**config.mk**
```make
export PLATFORM = sky130hd
export DESIGN_NAME = gate_bus_reduce_pipe
export DESIGN_NICKNAME = d
export VERILOG_FILES = /design/src/rtl/gate_bus_pkg.sv /design/src/rtl/gate_bus_reduce_core.sv /design/src/rtl/gate_bus_reduce_pipe.sv
export SDC_FILE = /design/constraint.sdc
export NUM_CORES = 1
export LEC_CHECK = 0
export CORE_MARGIN = 2
export CORE_UTILIZATION = 65
export CTS_CLUSTER_DIAMETER = 80
export DETAILED_ROUTE_END_ITERATION = 8
export DONT_BUFFER_PORTS = 1
export MAX_ROUTING_LAYER = met4
export PLACE_DENSITY_LB_ADDON = 0.08
export SLEW_MARGIN = 20
export SYNTH_ARGS = -nofsm -noshare
export SYNTH_HDL_FRONTEND = slang
export SYNTH_SLANG_ARGS = --single-unit
```
**constraint.sdc**
```tcl
create_clock -name clock -period 2.5 [get_ports clock]
set_input_delay 0.25 -clock clock [delete_from_list [all_inputs] [get_ports clock]]
set_output_delay 0.25 -clock clock [all_outputs]
set_load 0.05 [all_outputs]
```
**src/rtl/gate_bus_pkg.sv**
```systemverilog
// Shared definitions for the gated-bus reduction blocks: mode encodings and
// legal parameter ranges.
package gate_bus_pkg;

  localparam int unsigned MODE_W = 2;

  localparam logic [MODE_W-1:0] MODE_OR   = 2'b00;
  localparam logic [MODE_W-1:0] MODE_AND  = 2'b01;
  localparam logic [MODE_W-1:0] MODE_XOR  = 2'b10;
  localparam logic [MODE_W-1:0] MODE_RSVD = 2'b11;

  localparam int unsigned MIN_BITS   = 1;
  localparam int unsigned MAX_BITS   = 32;
  localparam int unsigned MIN_INPUTS = 2;
  localparam int unsigned MAX_INPUTS = 16;

endpackage

```
**src/rtl/gate_bus_reduce_core.sv**
```systemverilog
// Purely combinational N-input bitwise reduction (OR / AND / XOR) selected by
// a 2-bit mode; the reserved mode yields zero. Reusable by other gated-bus blocks.
module gate_bus_reduce_core
  import gate_bus_pkg::*;
#(
  parameter int unsigned NrOfBits   = 8,
  parameter int unsigned NrOfInputs = 5
) (
  input  logic [NrOfInputs*NrOfBits-1:0] buses,
  input  logic [MODE_W-1:0]              mode,
  output logic [NrOfBits-1:0]            result_c
);

  logic [NrOfBits-1:0] red_or;
  logic [NrOfBits-1:0] red_and;
  logic [NrOfBits-1:0] red_xor;

  // Fold every bus into the three candidate reductions.
  always_comb begin
    red_or  = '0;
    red_and = '1;
    red_xor = '0;
    for (int unsigned i = 0; i < NrOfInputs; i++) begin
      red_or  = red_or  | buses[i*NrOfBits +: NrOfBits];
      red_and = red_and & buses[i*NrOfBits +: NrOfBits];
      red_xor = red_xor ^ buses[i*NrOfBits +: NrOfBits];
    end
  end

  // Pick the reduction requested by the sample's mode.
  always_comb begin
    result_c = '0;
    case (mode)
      MODE_OR:  result_c = red_or;
      MODE_AND: result_c = red_and;
      MODE_XOR: result_c = red_xor;
      default:  result_c = '0;
    endcase
  end

endmodule

```
**src/rtl/gate_bus_reduce_pipe.sv**
```systemverilog
// Two-stage valid/ready gated bus reduction. Stage 1 captures the bubbled
// inputs with their mode; stage 2 registers the reduction.
// Optional feature macro: REDUCE_GATE_ACCUM_EN adds an OR-accumulator of
// handshaken results (acc_clear / acc_result ports).
module gate_bus_reduce_pipe
  import gate_bus_pkg::*;
#(
  parameter int unsigned           NrOfBits    = 8,
  parameter int unsigned           NrOfInputs  = 5,
  parameter logic [NrOfInputs-1:0] BubblesMask = '0
) (
  input  logic                           clock,
  input  logic                           reset,
  input  logic [NrOfInputs*NrOfBits-1:0] inputs,
  input  logic [MODE_W-1:0]              mode,
  input  logic                           in_valid,
  output logic                           in_ready,
  output logic [NrOfBits-1:0]            result,
  output logic                           out_valid,
`ifdef REDUCE_GATE_ACCUM_EN
  input  logic                           acc_clear,
  output logic [NrOfBits-1:0]            acc_result,
`endif
  input  logic                           out_ready
);

  localparam int unsigned BUS_W = NrOfInputs * NrOfBits;

  logic                advance;
  logic [BUS_W-1:0]    bubble_bus;
  logic [BUS_W-1:0]    s1_bus;
  logic [MODE_W-1:0]   s1_mode;
  logic                s1_valid;
  logic [NrOfBits-1:0] reduced_c;

  // Whole pipe moves together; it stalls only when a held result is refused.
  assign advance  = !out_valid || out_ready;
  assign in_ready = advance;

  // Expand the per-input bubble bit across that input's full bus width.
  always_comb begin
    bubble_bus = '0;
    for (int unsigned i = 0; i < NrOfInputs; i++) begin
      bubble_bus[i*NrOfBits +: NrOfBits] = {NrOfBits{BubblesMask[i]}};
    end
  end

  // Stage 1: capture inverted-as-needed buses together with their mode.
  always_ff @(posedge clock or posedge reset) begin
    if (reset) begin
      s1_valid <= 1'b0;
      s1_bus   <= '0;
      s1_mode  <= MODE_OR;
    end else if (advance) begin
      s1_valid <= in_valid;
      if (in_valid) begin
        s1_bus  <= inputs ^ bubble_bus;
        s1_mode <= mode;
      end
    end
  end

  gate_bus_reduce_core #(
    .NrOfBits   (NrOfBits),
    .NrOfInputs (NrOfInputs)
  ) u_core (
    .buses    (s1_bus),
    .mode     (s1_mode),
    .result_c (reduced_c)
  );

  // Stage 2: register the reduction; an empty stage 1 clocks a bubble through.
  always_ff @(posedge clock or posedge reset) begin
    if (reset) begin
      out_valid <= 1'b0;
      result    <= '0;
    end else if (advance) begin
      out_valid <= s1_valid;
      if (s1_valid) begin
        result <= reduced_c;
      end
    end
  end

`ifdef REDUCE_GATE_ACCUM_EN
  logic handshake;

  assign handshake = out_valid && out_ready;

  // Accumulate handshaken results; a clear with a handshake restarts from it.
  always_ff @(posedge clock or posedge reset) begin
    if (reset) begin
      acc_result <= '0;
    end else if (acc_clear && handshake) begin
      acc_result <= result;
    end else if (acc_clear) begin
      acc_result <= '0;
    end else if (handshake) begin
      acc_result <= acc_result | result;
    end
  end
`endif

endmodule

```
==> results of run 1 <==
## repair_timing
| action | CTS | global route |
|---|---|---|
| setup endpoints to repair | 0 | 0 |
| hold endpoints to repair | 10 | 0 |
| hold buffers | 1 | 0 |
| gates resized for setup | 0 | 0 |
## through the flow
stage | power [mW] | std cells | utilization, % | cell area [um^2]
2_1_floorplan | 2.06 | 222 | - | 2870
3_3_place_gp | 2.13 | 272 | 66.9 | 2870
3_5_place_dp | 2.18 | 272 | 66.9 | 2870
4_1_cts | 2.68 | 280 | 69.4 | 2980
5_1_grt | 2.81 | 280 | 69.4 | 2980
6_report | 2.66 | 280 | 69.4 | 2980
## power by group
group	internal (mW)	switching (mW)	leakage, nW
clock	0.247	0.257	0.0503
sequential	1.02	0.400	0.616
combinational	0.415	0.317	0.818
## cells in the final DEF, fill, tap and decap left out, drive strengths merged
master	instances
a21oi	8
clkbuf	7
nor4b	1
ha	16
a22oi	8
o21ai	1
xnor2	16
mux2	42
o211ai	8
dlygate4sd3	1
nor3	1
nand3	8
xor2	8
buf	4
nand2	19
inv	19
dfrtp	52
nor2	8
nor2b	1
## state kept, by name (all words and copies together) (netlist names)
| name | flops |
|---|---|
| s1_mode | 2 |
| s1_valid | 1 |
| result | 8 |
| s1_bus | 40 |
| out_valid | 1 |
## final timing paths
| check | depth (start not counted) | slack (ns) | startpoint | to |
|---|---|---|---|---|
| min in group asynchronous | 2 | 0.33 | reset | s1_bus[35]$_DFFE_PP0P_ |
| max | 4 | 0.89 | out_valid$_DFFE_PP0N_ | s1_bus[38]$_DFFE_PP0P_ |
| max in group asynchronous | 3 | 1.61 | reset | result[7]$_DFFE_PP0P_ |
| min reg2reg | 1 | 0.54 | s1_bus[11]$_DFFE_PP0P_ | s1_bus[11]$_DFFE_PP0P_ |
| max reg2reg | 4 | 0.89 | out_valid$_DFFE_PP0N_ | s1_bus[38]$_DFFE_PP0P_ |
| min | 1 | 0.09 | inputs[33] | s1_bus[33]$_DFFE_PP0P_ |
## worst max-delay path, delay by kind of cell (launching register included)
family	cells	cell delay, ns
buffers and inverters	1	0.12
DFF	1	0.35
muxes	1	0.39
and+or+nand+nor	2	0.59
## metal layers
| metal | GRT usage (%) | share of wire, % | routed length [um] |
|---|---|---|---|
| met2 | 34.9 | 51 | 2500 |
| met4 | 7.05 | 1.5 | 74 |
| met3 | 5.05 | 4.3 | 208 |
| met5 | - | 0 | 0 |
| met1 | 27.1 | 43 | 2080 |
## layout make-up
| type | instances | share of cell area (%) |
|---|---|---|
| Inverter | 19 | 2.56 |
| Clock buffer | 7 | 3.23 |
| Timing Repair Buffer | 5 | 1.34 |
| Tap cell | 52 | 2.18 |
| Multi-Input combinational cell | 145 | 47.0 |
| Sequential cell | 52 | 43.7 |
## cell families (layout without fill, tap and decap cells)
logic type,Yosys count,in the layout,share of synthesized area [%]
flops,52,52,45.3
mux,42,42,21.5
simple gates,38,38,7.14
compound gates,25,25,5.75
buf+inv,25,31,6.01
xor+xnor,24,24,7.31
fa+ha+maj,16,16,6.97
==> results.toml, run 1 <==
[status]
status = "complete, no violations"

[floorplan]
core-area_mm2 = 0.00429
die_h_um = 70.5
dieWidth_um = 70.5
io_pins = 56
start_util_pct = 66.9
core.rowCount = 24
dieArea_mm2 = 0.00497

[run]
max_cap_violations = 0

[critical_path]
path_cells = "nor2b_4 -> inv_6 -> nand2_8 -> mux2_2"
crit_type = "register to register"
start_kind = "register"
crit_fanout = 43
required_ns = 2.69
arrival_ns = 1.80
cp_slowest_stage_delay_ns = 0.39
end_kind = "register"
crit_slowest_cell = "mux2_2"

[clock_network]
cts.sinks = 52
cts_setup_buffers = 0
cts_tree = "yes"
clk_pin_slew_ns = 0.09
clkLatencyLatePin_ns = 0.30
cts.htree.levels = 2
numCtsBuffers = 5
cts-root-buf = "clkbuf_8"
ctsLongestPathBuffers = 2

[hold_path]
min_path_type = "primary input to register"

[sta]
period_minus_slack_ns = 1.61
finalSetupViolCount = 0
fmax_mhz = 621
worst_pin_slew_ns = 0.717
fin_setup_tns_ns = 0
rsz0062_at_grt = "no"
maxSlewViolCount = 0
setup_slack_ns = 0.889
post-route-period-util_pct = 64.4
whs_ns = 0.0913
slew_headroom_pct = 51.9
skew_ns = 0.00187
final_hold_viol_count = 0

[power]
p_leak_nw = 1.48
p_per_area_mw_per_mm2 = 891
peakVddDrop_mv = 0.516

[drt]
drtIter0Drc = 112
vias_per_cell = 5.82
firstDrtPassIters = 4
wl_um = 4860
route.vias.total = 1629
drc = 0
post_drt_wl_per_cell_um = 17.4
ant_nets = 0

[logic_synthesis]
yosysWarnings = 0
ys_top_cells_by_area = "dfrtp_1 45%, mux2_4 20%, ha_1 7.0%"
ys.flop_type = "dfrtp_1"
synth_cell_types = 22
yosys-top-cells-count = "52 x dfrtp_1, 39 x mux2_4, 18 x inv_1, 18 x nand2_1"
synthArstFlopShare_pct = 100
synth_area_per_cell_um2 = 12.9
netlist_area_mm2 = 0.00287
synth_edf_count = 0
ys_ff_latch = 52
synthCells = 222
synth.most_common_cell = "dfrtp_1"
yosys.area.top_type = "dfrtp_1"
synth_seq_area_share_pct = 45.3
synth_top_area_share_pct = 45.3
synth.net_count = 284

[cells_and_area]
fillers = 302
fin_nets = 290
multi_input_area_mm2 = 0.00140
drive_gt1_share_pct = 25.9
register_area_mm2 = 0.00130
n_antenna_cell = 0
synthToLayoutAreaGrowth_pct = 3.66

[place]
place.gp.congestion = 0.819
io_buffers = 0
preCtsSetupSlack_ns = 0.909
hpwl_um = 3440

[global_route]
antenna_found_initial = 0
track_usage_pct = 21.7
first_global_vias = 1686
overflow = 0
grt_pass1_wl_um = 8110
grt_max_degree = 44
Note: power is estimated with default switching activity, not from simulation.
==> run 2, diff against run 1 <==
CORE_UTILIZATION = 63   (was 65)
clock period = 1.6 ns   (was 2.5 ns; I/O delays follow)
==> run 2 against run 1 <==
Against the previous run: fmax rose by 11%; sequential cell count is the same; via count is 11% higher; register-to-register slack lost 0.74 ns; critical endpoint is now s1_bus[16]$_DFFE_PP0P_; largest power group unchanged.
==> results.toml, run 2 (same netlist as run 1, synthesis figures left out) <==
[sta]
rsz0062_at_grt = "no"
fin_setup_tns_ns = 0
fmax_mhz = 690
post-route-period-util_pct = 90.6
final_hold_viol_count = 0
period_minus_slack_ns = 1.45
maxSlewViolCount = 0
worst_pin_slew_ns = 0.505
finalSetupViolCount = 0
setup_slack_ns = 0.150
slew_headroom_pct = 66.3
skew_ns = 0.00556

[critical_path]
crit_type = "register to register"
worstRegToRegCells = 5
timing.rr.start = "out_valid$_DFFE_PP0N_"
cp_slowest_stage_delay_ns = 0.36
arrival_ns = 1.64
end_kind = "register"
crit_fanout = 22
required_ns = 1.79
crit_slowest_cell = "dfrtp_2"
path_cells = "nor2b_4 -> inv_6 -> nand2_8 -> buf_12 -> mux2_4"
crit_start = "out_valid$_DFFE_PP0N_"
start_kind = "register"

[drt]
route.vias.total = 1807
ant_nets = 0
drc = 0
post_drt_wl_per_cell_um = 16.9
wl_um = 5530
vias_per_cell = 5.53
firstDrtPassIters = 4
drtIter0Drc = 80

[cells_and_area]
largest_reg_flops = 40
synthToLayoutAreaGrowth_pct = 20.9
reg.largest.list = "s1_bus x40, result x8, s1_mode x2"
layout_commonest_cell = "dfrtp_1"
final_cell_mix = "51 x dfrtp_1, 43 x dlygate4sd3_1, 39 x mux2_4"
n_antenna_cell = 0
regMostFlops = "s1_bus"
drive_gt1_share_pct = 23.6
fin_nets = 337

[status]
status = "complete, no violations"

[hold_path]
worstHoldStart = "in_valid"
hold_depth = 2
min_path_type = "primary input to register"

[global_route]
antenna_found_initial = 0
track_usage_pct = 25.0
grt_max_degree = 34
overflow = 0
first_global_vias = 1944
grt_pass1_wl_um = 9380

[floorplan]
core.rowCount = 24
dieWidth_um = 71.5
start_util_pct = 65.6
die_h_um = 71.5
dieArea_mm2 = 0.00512
io_pins = 56
core-area_mm2 = 0.00438

[clock_network]
clk_pin_slew_ns = 0.09
cts-root-buf = "clkbuf_8"
cts.sinks = 52
ctsLongestPathBuffers = 2
cts_tree = "yes"
numCtsBuffers = 5
cts.htree.levels = 2
clkLatencyLatePin_ns = 0.31

[place]
place.gp.congestion = 0.897
hpwl_um = 3760
preCtsSetupSlack_ns = 0.156
io_buffers = 0

[power]
peakVddDrop_mv = 0.679
p_leak_nw = 1.70
p_per_area_mw_per_mm2 = 1240

[run]
max_cap_violations = 0
run 2: what timing repair did:
item                       CTS  global route
setup endpoints to repair    0             0
resized for setup            0             0
hold endpoints to repair    61             0
hold buffers                43             0
setup buffers                0             0
run 2: per-stage QoR:
step	power (mW)	hold WS [ns]	cell area (um^2)	utilization, %	cells
2_1_floorplan	3.21	0.309	2880	-	222
3_3_place_gp	3.37	0.0658	2950	67.3	277
3_5_place_dp	3.45	0.0755	2950	67.3	277
4_1_cts	4.32	0.131	3480	79.3	327
5_1_grt	4.54	0.131	3480	79.3	327
6_report	4.29	0.137	3480	79.3	327
run 2: metal layers:
layer	global-route usage, %	wire (um)
met5	-	0
met4	8.39	104
met1	29.3	2230
met2	42.4	2940
met3	6.05	256
run 2: path summary, 6_finish.rpt:
check	to	slack [ns]
worst max-delay path	s1_bus[16]$_DFFE_PP0P_	0.15
worst min-delay path	s1_bus[39]$_DFFE_PP0P_	0.14
worst max register to register	s1_bus[16]$_DFFE_PP0P_	0.15
worst min register to register	s1_bus[1]$_DFFE_PP0P_	0.55
max in group asynchronous	out_valid$_DFFE_PP0N_	0.75
min in group asynchronous	s1_bus[35]$_DFFE_PP0P_	0.31
run 2: report_power, final:
part / switching [mW] / leakage, nW / internal, mW
clock network: 0.406 / 0.0503 / 0.386
logic: 0.531 / 1.03 / 0.746
registers: 0.632 / 0.615 / 1.59
run 2: worst max-delay path, delay by kind of cell, from the launching register on:
kind,cells,cell delay [ns]
buf+inv,2,0.28
mux,1,0.32
simple gates,2,0.37
flops,1,0.36
run 2: layout make-up:
| type | instances | area, um^2 |
|---|---|---|
| Timing Repair Buffer | 52 | 536 |
| Multi-Input combinational cell | 145 | 1400 |
| Sequential cell | 52 | 1300 |
| Fill cell | 272 | 908 |
| Clock buffer | 7 | 96.3 |
| Inverter | 19 | 76.3 |
| Tap cell | 52 | 65.1 |
